**config.mk**
```make
export PLATFORM = sky130hd
export DESIGN_NAME = ctrlread_req_issuer
export DESIGN_NICKNAME = d
export VERILOG_FILES = /design/src/rtl/definitions_pkg.sv /design/src/rtl/ctrlread_burst_calc.sv /design/src/rtl/ctrlread_req_issuer.sv
export SDC_FILE = /design/constraint.sdc
export NUM_CORES = 1
export LEC_CHECK = 0
export ABC_AREA = 1
export BUFFER_PORTS_ARGS = -buffer_cell sky130_fd_sc_hd__buf_2
export CAP_MARGIN = 20
export CORE_ASPECT_RATIO = 1.1
export CORE_MARGIN = 2
export CORE_UTILIZATION = 45
export DETAILED_ROUTE_END_ITERATION = 16
export PLACE_DENSITY = 0.69
export SLEW_MARGIN = 20
export SYNTH_ARGS = -nofsm -noshare
export SYNTH_HDL_FRONTEND = slang
export SYNTH_SLANG_ARGS = --single-unit
```
**constraint.sdc**
```tcl
create_clock -name clk -period 3.7 [get_ports clk]
set_clock_uncertainty 0.2 [all_clocks]
set_input_delay 0.74 -clock clk [delete_from_list [all_inputs] [get_ports clk]]
set_output_delay 0.74 -clock clk [all_outputs]
set_load 0.03 [all_outputs]
```
**src/rtl/definitions_pkg.sv**
```systemverilog
// definitions_pkg -- shared types and defaults for the control-read request issuer.
//   RequestItem_t : one entry of the control-read request FIFO (byte address + length in beats)
//   state_e       : issuer FSM states
//   DEF_MAX_BURST / DEF_MAX_OUTST : default burst size and in-flight limit
package definitions_pkg;

    localparam int REQ_ADDR_W    = 32;
    localparam int REQ_LEN_W     = 16;
    localparam int DEF_MAX_BURST = 16;
    localparam int DEF_MAX_OUTST = 8;

    typedef struct packed {
        logic [REQ_ADDR_W-1:0] addr;
        logic [REQ_LEN_W-1:0]  len;
    } RequestItem_t;

    typedef enum logic [1:0] {
        ST_IDLE  = 2'd0,
        ST_FETCH = 2'd1,
        ST_ISSUE = 2'd2,
        ST_DRAIN = 2'd3
    } state_e;

endpackage

```
**src/rtl/ctrlread_burst_calc.sv**
```systemverilog
// ctrlread_burst_calc -- purely combinational burst sizing.
//   addr_i  : start byte address of the next burst
//   rem_i   : beats still to be issued for the current request
//   beats_o : beats in the next burst = min(rem_i, MAX_BURST)
// Build option: CTRLREAD_4K_SPLIT_EN additionally caps the burst so it never
// crosses a 4096-byte boundary. Addresses are expected to be beat-aligned.
module ctrlread_burst_calc
    import definitions_pkg::*;
#(
    parameter int ADDR_W     = 32,
    parameter int LEN_W      = 16,
    parameter int MAX_BURST  = DEF_MAX_BURST,
    parameter int BEAT_BYTES = 8
) (
    input  logic [ADDR_W-1:0]              addr_i,
    input  logic [LEN_W-1:0]               rem_i,
    output logic [$clog2(MAX_BURST):0]     beats_o
);

    localparam int BW = $clog2(MAX_BURST) + 1;
    // Wide enough for the remaining length and for a beat count up to 4096.
    localparam int CW = ((LEN_W > 13) ? LEN_W : 13) + 1;

    logic [CW-1:0] rem_w;
    logic [CW-1:0] cap;
    logic          unused_addr;

    assign unused_addr = ^addr_i;

`ifdef CTRLREAD_4K_SPLIT_EN
    localparam int BSH = $clog2(BEAT_BYTES);
    logic [CW-1:0] to4k;
`endif

    always_comb begin
        rem_w = CW'(rem_i);
        cap   = CW'(MAX_BURST);
`ifdef CTRLREAD_4K_SPLIT_EN
        // beats left before the next 4 KiB page; never 0 so the FSM always progresses
        to4k = (CW'(13'h1000) - CW'(addr_i[11:0])) >> BSH;
        if (to4k == '0) to4k = CW'(1);
        if (to4k < cap) cap = to4k;
`endif
        beats_o = BW'((rem_w < cap) ? rem_w : cap);
    end

endmodule

```
**src/rtl/ctrlread_req_issuer.sv**
```systemverilog
// ctrlread_req_issuer -- pops control-read requests from a FIFO and issues
// them as read-address bursts, limiting the number of bursts in flight.
//   clk, rst       : clock (rising edge), asynchronous active-high reset
//   fifo_dout      : head of request FIFO (RequestItem_t), valid the cycle after a pop
//   fifo_empty     : request FIFO empty
//   fifo_rd_en     : one-cycle pop strobe
//   ar_valid/ar_ready/ar_addr/ar_len : read-address channel, ar_len = beats-1
//   rd_done        : one pulse per completed burst
//   busy           : FSM not idle or bursts still in flight
//   outst          : bursts in flight
//   err_underflow  : sticky, rd_done seen with nothing in flight
// Build option: CTRLREAD_4K_SPLIT_EN (see ctrlread_burst_calc).
module ctrlread_req_issuer
    import definitions_pkg::*;
#(
    parameter int ADDR_W     = 32,
    parameter int LEN_W      = 16,
    parameter int MAX_BURST  = DEF_MAX_BURST,
    parameter int MAX_OUTST  = DEF_MAX_OUTST,
    parameter int BEAT_BYTES = 8
) (
    input  logic                           clk,
    input  logic                           rst,
    input  logic [$bits(RequestItem_t)-1:0] fifo_dout,
    input  logic                           fifo_empty,
    output logic                           fifo_rd_en,
    output logic                           ar_valid,
    input  logic                           ar_ready,
    output logic [ADDR_W-1:0]              ar_addr,
    output logic [7:0]                     ar_len,
    input  logic                           rd_done,
    output logic                           busy,
    output logic [$clog2(MAX_OUTST+1)-1:0] outst,
    output logic                           err_underflow
);

    localparam int BW    = $clog2(MAX_BURST) + 1;
    localparam int OUT_W = $clog2(MAX_OUTST + 1);
    localparam int BSH   = $clog2(BEAT_BYTES);
    localparam logic [OUT_W-1:0] OUTST_MAX = OUT_W'(MAX_OUTST);

    RequestItem_t      req;
    logic [ADDR_W-1:0] req_addr;
    logic [LEN_W-1:0]  req_len;

    state_e            state_q, state_d;
    // addr_q/rem_q describe the part of the request not yet loaded onto ar
    logic [ADDR_W-1:0] addr_q, addr_d;
    logic [LEN_W-1:0]  rem_q, rem_d;
    logic              ar_valid_q, ar_valid_d;
    logic [ADDR_W-1:0] ar_addr_q, ar_addr_d;
    logic [7:0]        ar_len_q, ar_len_d;
    logic [OUT_W-1:0]  outst_q, outst_d;
    logic              err_q, err_d;

    logic [ADDR_W-1:0] calc_addr;
    logic [LEN_W-1:0]  calc_rem;
    logic [BW-1:0]     beats;
    logic              hs, dec, ud, can_issue, load;

    assign req      = RequestItem_t'(fifo_dout);
    assign req_addr = ADDR_W'(req.addr);
    assign req_len  = LEN_W'(req.len);

    // In FETCH the first burst is sized straight from the FIFO head so it can
    // go out the next cycle; afterwards the stored remainder is used.
    assign calc_addr = (state_q == ST_FETCH) ? req_addr : addr_q;
    assign calc_rem  = (state_q == ST_FETCH) ? req_len  : rem_q;

    ctrlread_burst_calc #(
        .ADDR_W     (ADDR_W),
        .LEN_W      (LEN_W),
        .MAX_BURST  (MAX_BURST),
        .BEAT_BYTES (BEAT_BYTES)
    ) u_calc (
        .addr_i  (calc_addr),
        .rem_i   (calc_rem),
        .beats_o (beats)
    );

    assign hs  = ar_valid_q & ar_ready;
    assign ud  = rd_done & (outst_q == '0);
    assign dec = rd_done & (outst_q != '0);

    always_comb begin
        outst_d = outst_q;
        case ({hs, dec})
            2'b10:   outst_d = outst_q + OUT_W'(1);
            2'b01:   outst_d = outst_q - OUT_W'(1);
            default: outst_d = outst_q;
        endcase
    end

    // Judged on next-cycle occupancy: a completion this cycle frees a slot
    // for a burst presented next cycle.
    assign can_issue = (outst_d < OUTST_MAX);

    always_comb begin
        state_d    = state_q;
        addr_d     = addr_q;
        rem_d      = rem_q;
        ar_valid_d = ar_valid_q & ~hs;
        ar_addr_d  = ar_addr_q;
        ar_len_d   = ar_len_q;
        err_d      = err_q | ud;
        load       = 1'b0;

        case (state_q)
            ST_IDLE: begin
                if (!fifo_empty) state_d = ST_FETCH;
            end
            ST_FETCH: begin
                if (req_len != '0) begin
                    state_d = ST_ISSUE;
                    addr_d  = req_addr;
                    rem_d   = req_len;
                    load    = can_issue;
                end else begin
                    state_d = ST_IDLE;
                end
            end
            ST_ISSUE: begin
                if ((!ar_valid_q || hs) && (rem_q != '0) && can_issue) load = 1'b1;
                if (hs && (rem_q == '0)) state_d = fifo_empty ? ST_DRAIN : ST_IDLE;
            end
            ST_DRAIN: begin
                if (outst_q == '0) state_d = ST_IDLE;
            end
            default: state_d = ST_IDLE;
        endcase

        if (load) begin
            ar_valid_d = 1'b1;
            ar_addr_d  = calc_addr;
            ar_len_d   = 8'(beats - BW'(1));
            addr_d     = calc_addr + (ADDR_W'(beats) << BSH);
            rem_d      = calc_rem - LEN_W'(beats);
        end
    end

    always_ff @(posedge clk or posedge rst) begin
        if (rst) begin
            state_q    <= ST_IDLE;
            addr_q     <= '0;
            rem_q      <= '0;
            ar_valid_q <= 1'b0;
            ar_addr_q  <= '0;
            ar_len_q   <= '0;
            outst_q    <= '0;
            err_q      <= 1'b0;
        end else begin
            state_q    <= state_d;
            addr_q     <= addr_d;
            rem_q      <= rem_d;
            ar_valid_q <= ar_valid_d;
            ar_addr_q  <= ar_addr_d;
            ar_len_q   <= ar_len_d;
            outst_q    <= outst_d;
            err_q      <= err_d;
        end
    end

    // Combinational pop so the head is on fifo_dout during FETCH; gated by
    // rst so the strobe is low for the whole reset.
    assign fifo_rd_en    = (state_q == ST_IDLE) & ~fifo_empty & ~rst;
    assign ar_valid      = ar_valid_q;
    assign ar_addr       = ar_addr_q;
    assign ar_len        = ar_len_q;
    assign outst         = outst_q;
    assign busy          = (state_q != ST_IDLE) | (outst_q != '0);
    assign err_underflow = err_q;

endmodule
```
---- Yosys cells after proc, flatten, opt, wreduce, memory -nomap -nowiden ----
Cells that the tools add are included.
W data, S select, Z words.
storage, ports and cells
  bits of input ports ..................... 53
  output and inout bits ................... 48
  bits in registers ....................... 96
operators by class
  magnitude comparators ................... 2
  eq/ne operators ......................... 8
  reduce and logical (&&, ||, !) cells .... 16
  bitwise gates (word level) .............. 11
  $add $sub $neg .......................... 5
  mux-type cells .......................... 20
operators with widths
  operator               count
  $mux W32               4
  $mux W16               4
  $add A32 B8 Y32        1
  $reduce_bool A16 Y1    2
  $logic_not A16 Y1      1
  $lt A16 B5 Y1 const B  1
  $sub A16 B5 Y16        1
  $mux W2                5
  $pmux W2 S4            1
  $pmux W4 S2            1
  $and A1 B1 Y1          6
  $eq A2 B2 Y1 const B   3
  $ne A2 B2 Y1 const B   3
  $reduce_bool A2 Y1     3
  $sub A5 B1 Y6 const B  1
  $mux W5                1
  $add A4 B1 Y4 const B  1
  $eq A2 B1 Y1 const B   2
  $logic_not A4 Y1       1
  $lt A4 B4 Y1 const B   1
  $reduce_bool A4 Y1     1
  $sub A4 B1 Y4 const B  1
  $logic_and A1 B1 Y1    3
  $mux W1                3
  other kinds (8)        11

---- Logic depth before layout (Yosys ltp) ----
  depth in word-level cells ............... 10
  gate-level depth with buffers ........... 27

---- Modules after synthesis ----
Synthesis repeated with hierarchy kept, for this count alone.
unflattened totals
  cells, all modules ...................... 1132
  area, all modules ....................... 6957.9 um^2
modules (own cells, without submodules)
  module               area an instance (um^2)  instances  cells each  sequential area each (um^2)
  ctrlread_req_issuer  6879.1                   1          1113        2352.3
  ctrlread_burst_calc  78.8                     1          19          0.0

---- Least setup slack after synthesis ----
OpenSTA, ideal clock, no wires.
  path kind ............................... register to register
  start point ............................. register state_q[1]
  end point ............................... register addr_q[23]
  data arrival time ....................... 3231 ps
  setup time .............................. 117 ps
  stages on the path, launching flop included .. 26
  period minus slack after synthesis ...... 3547 ps
  setup slack ............................. 153 ps
  cells stage by stage .................... dfrtp_1 -> inv_1 -> ha_1 -> buf_6 -> nand2_1 -> nand2_2 -> nand2_1 -> nor2_4 -> nand3_2 -> buf_6 -> nor2_2 -> ha_1 -> inv_1 -> fa_1 -> inv_1 -> nand3_1 -> nand2_1 -> nand2_1 -> nand2_1 -> nand2_1 -> nor2_2 -> nand2_1 -> nor3_2 -> o21ai_0 -> nor2_1 -> nor2_1
between the ends
  longest elaborated chain between the ends .. 6
  elaborated cells on any way between the ends .. 12
RTL lines
  what                      line                                                                              source
  start: declaration        ctrlread_req_issuer.sv:46                                                         state_e state_q, state_d;
  start signal: assignment  ctrlread_req_issuer.sv:152                                                        state_q <= state_d;
  $eq A2 B1 Y1              ctrlread_req_issuer.sv:67, ctrlread_req_issuer.sv:68, ctrlread_req_issuer.sv:108
  $mux W16                  ctrlread_req_issuer.sv:68                                                         assign calc_rem = (state_q == ST_FETCH) ? req_len : rem_q;
  $lt A16 B5 Y1             ctrlread_burst_calc.sv:44                                                         beats_o = BW'((rem_w < cap) ? rem_w : cap);
  $mux W5                   ctrlread_burst_calc.sv:44
  $add A32 B8 Y32           ctrlread_req_issuer.sv:136                                                        addr_d = calc_addr + (ADDR_W'(beats) << BSH);
  $mux W32                  ctrlread_req_issuer.sv:132                                                        if (load) begin
  end signal: assignment    ctrlread_req_issuer.sv:153                                                        addr_q <= addr_d;
  end: declaration          ctrlread_req_issuer.sv:48                                                         logic [ADDR_W-1:0] addr_q, addr_d;
Several ways; a longest one is shown, not always the timed one.
A chain may end at the register's enable or synchronous reset.

---- Worst setup path in the final report ----
Ends and elaborated chain as after synthesis.

==> results_dict.tcl <==
set metrics [dict create \
    drt-initial-drc-count 435 \
    grt_max_degree 58 \
    drive_gt1_share_pct 22.6 \
    syn_area_per_cell_um2 7.01 \
    crit_required_ps 3780 \
    hp-class "reg -> reg" \
    area_growth_pct 23.2 \
    drc 0 \
    insertion_delay_ps 360 \
    wl_per_cell_um 14.3 \
    worst_pin_slew_ps 698 \
    grt_pass1_vias 5641 \
    start_util_pct 45.6 \
    dr_total_vias 6223 \
    cpLargestDelayFamily "simple AND/OR/NAND/NOR gates" \
    area.sequential_mm2 0.00235 \
    place_hpwl_mm 12.7 \
    max-slew-margin-rel_pct 53.5 \
    synth_area_leaders "dfrtp_1 (38%), nand2_1 (17%), inv_1 (7.1%)" \
    crit_slowest_cell "dfrtp_1" \
    status "complete, no violations" \
    ys_seq_area_share_pct 37.9 \
    layout.nets 1085 \
    antenna_found_initial 0 \
    yosys_warnings 0 \
    synthesis.nets 955 \
    arrival_ps 3550 \
    overflow 0 \
    clock-sinks 94 \
    crit_fanout 14 \
    cp_common_cell "nand2_1" \
    dr.pass1.iters 5 \
    cts_buffers 9 \
    start_kind "flop" \
    rows 45 \
    maxCapViolCount 0 \
    cts_tree "yes" \
    period_share_pct 93.8 \
    p_leak_nw 3.94 \
    h-tree-depth 3 \
    cts.path.max_buffers 2 \
    multi_input_area_mm2 0.00331 \
    grt_pass1_wl_mm 28.0 \
    die_y_um 127 \
    slew_viol_final 0 \
    core_mm2 0.0136 \
    die_area_mm2 0.0148 \
    crit_type "reg -> reg" \
    post-synth-top-area-cell "dfrtp_1" \
    power_density_mw_per_mm2 1050 \
    path_buf_inv 5 \
    final_util_pct 56.1 \
    finalSetupViolCount 0 \
    diodes 0 \
    wirelength_mm 17.2 \
    die_w_um 116 \
    async_reset_ff_share_pct 100 \
    port_buffers 100 \
    rsz0062_at_grt "true" \
    endpoint_kind "flop" \
    irDropWorstVdd_mv 0.552 \
    finalCriticalPeriod_ps 3470 \
    setup_tns_ps 0 \
    max_freq_mhz 288 \
    ys_ff_latch 94 \
    hold_viol 0 \
    synth-edff-count 0 \
    ys_dominant_reg_cell "dfrtp_1" \
    syn_area_mm2 0.00621 \
    clk_pin_slew_ps 60 \
    synthDominantCellAreaShare_pct 37.9 \
    root_buffer "clkbuf_16" \
    routed_via_density 5.16 \
    track_usage_pct 24.2 \
    dp_cells 1186 \
    drtAntennaViolNets 0 \
    instances_no_fill 1207 \
    io_pins 101 \
    ys_types 46 \
    gp_congestion 0.936 \
    syn-instance-count 885 \
    max_stage_delay_ps 380 \
    num-fill-cells 1338 \
]
## final cells by class
| type | instances | share of cell area [%] |
|---|---|---|
| Tap cell | 188 | 3.07 |
| Timing Repair Buffer | 154 | 12.2 |
| Clock buffer | 10 | 3.12 |
| Inverter | 122 | 6.18 |
| Sequential cell | 94 | 30.7 |
| Clock inverter | 5 | 1.39 |
| Multi-Input combinational cell | 634 | 43.3 |
## placed cells by master (no fill, tap or decap), types with 17 or more instances in the layout
master / Yosys / layout
nand3_1: 47 / 47
buf_2: 8 / 100
a21oi_1: 18 / 17
dfrtp_1: 94 / 94
inv_1: 117 / 113
nand2_1: 287 / 275
nor2_1: 56 / 52
buf_4: 4 / 51
nand2_2: 8 / 19
o21ai_0: 63 / 62
## stage by stage
stage | power [mW] | hold slack (ps) | area, µm² | setup WS, ps
floorplan | 5.34 | 244 | 6210 | 153
global placement | 6.62 | 252 | 7120 | 69.7
detailed placement | 6.70 | 255 | 7120 | -36.5
CTS | 7.84 | 271 | 7480 | 36.7
global route | 8.75 | 291 | 7650 | -55.6
finish | 8.01 | 268 | 7650 | 230
## logic make-up after synthesis
| family | after synthesis | share of synthesized area, % |
|---|---|---|
| and+or+nand+nor | 456 | 31.6 |
| AOI/OAI and AO/OA | 138 | 13.0 |
| DFF | 94 | 37.9 |
| xor gates and xnor gates | 22 | 3.10 |
| adders and majority gates | 17 | 3.67 |
| buffers and inverters | 157 | 10.7 |
| other | 1 | 0.0604 |
## registers in the layout, indices dropped and copies added, names as in the netlist
register and flops:
ar_addr 32, err_underflow 1, ar_len 6, outst 4, rem_q 16, state_q 2
addr_q 32, ar_valid 1
## final timing paths
path | startpoint | slack (ps) | cells after the start | to
min in group asynchronous | rst | 310 | 2 | rem_q[7]
max reg2reg | state_q[1] | 230 | 26 | addr_q[23]
max in group asynchronous | rst | 2320 | 3 | ar_addr[28]
min reg2reg | ar_addr[5] | 270 | 2 | ar_addr[5]
max | state_q[1] | 230 | 26 | addr_q[23]
min | ar_addr[5] | 270 | 2 | ar_addr[5]
## power by group
group	internal, mW	total, mW	switching, mW	leakage, nW
combinational	1.67	5.09	3.42	2.62
clock	0.678	1.09	0.412	0.165
sequential	1.56	1.83	0.273	1.15
## Yosys cell counts, types with 11 or more instances
| cell type | count |
|---|---|
| inv_1 | 117 |
| o21ai_0 | 63 |
| o21ai_1 | 16 |
| xor2_1 | 14 |
| dfrtp_1 | 94 |
| nor2_1 | 56 |
| clkbuf_1 | 15 |
| o211ai_1 | 11 |
| nor3_1 | 12 |
| ha_1 | 15 |
| nand2_1 | 287 |
| nand4_1 | 16 |
| nand3_1 | 47 |
| a21oi_1 | 18 |
## timing repair
action / in CTS / in global routing
cloned: 0 / 0
gates resized for setup: 3 / 37
buffers inserted: 0 / 6
hold buffers: 0 / 0
endpoints found under the setup margin: 3 / 20
pin swaps: 0 / 13
endpoints found under the hold margin: 0 / 0
## metal layers
metal	GRT usage (%)	share of wire, %
met1	33.0	45
met3	3.94	5.1
met2	37.9	46
met5	0	0
met4	11.1	3.1
## worst reg2reg max path: stages (launching register included)
cell and delay, ps:
dfrtp_1 380, inv_2 60, ha_4 180, buf_8 150, clkinv_8 80, nand2_1 80, nand2_2 70, nand2_1 70
nor2_2 150, nand3_4 120, nor2_4 150, ha_4 140, inv_2 40, fa_2 360, inv_2 60, nand3_1 80
nand2_1 70, nand2_1 70, nand2_2 110, nand2_4 80, nor2_4 140, nand2_2 80, nor3_2 180, nand3_1 90
nand2_1 60, nor2_1 40, nor2_1 110
No activity file was read; power rests on OpenSTA's default activity.
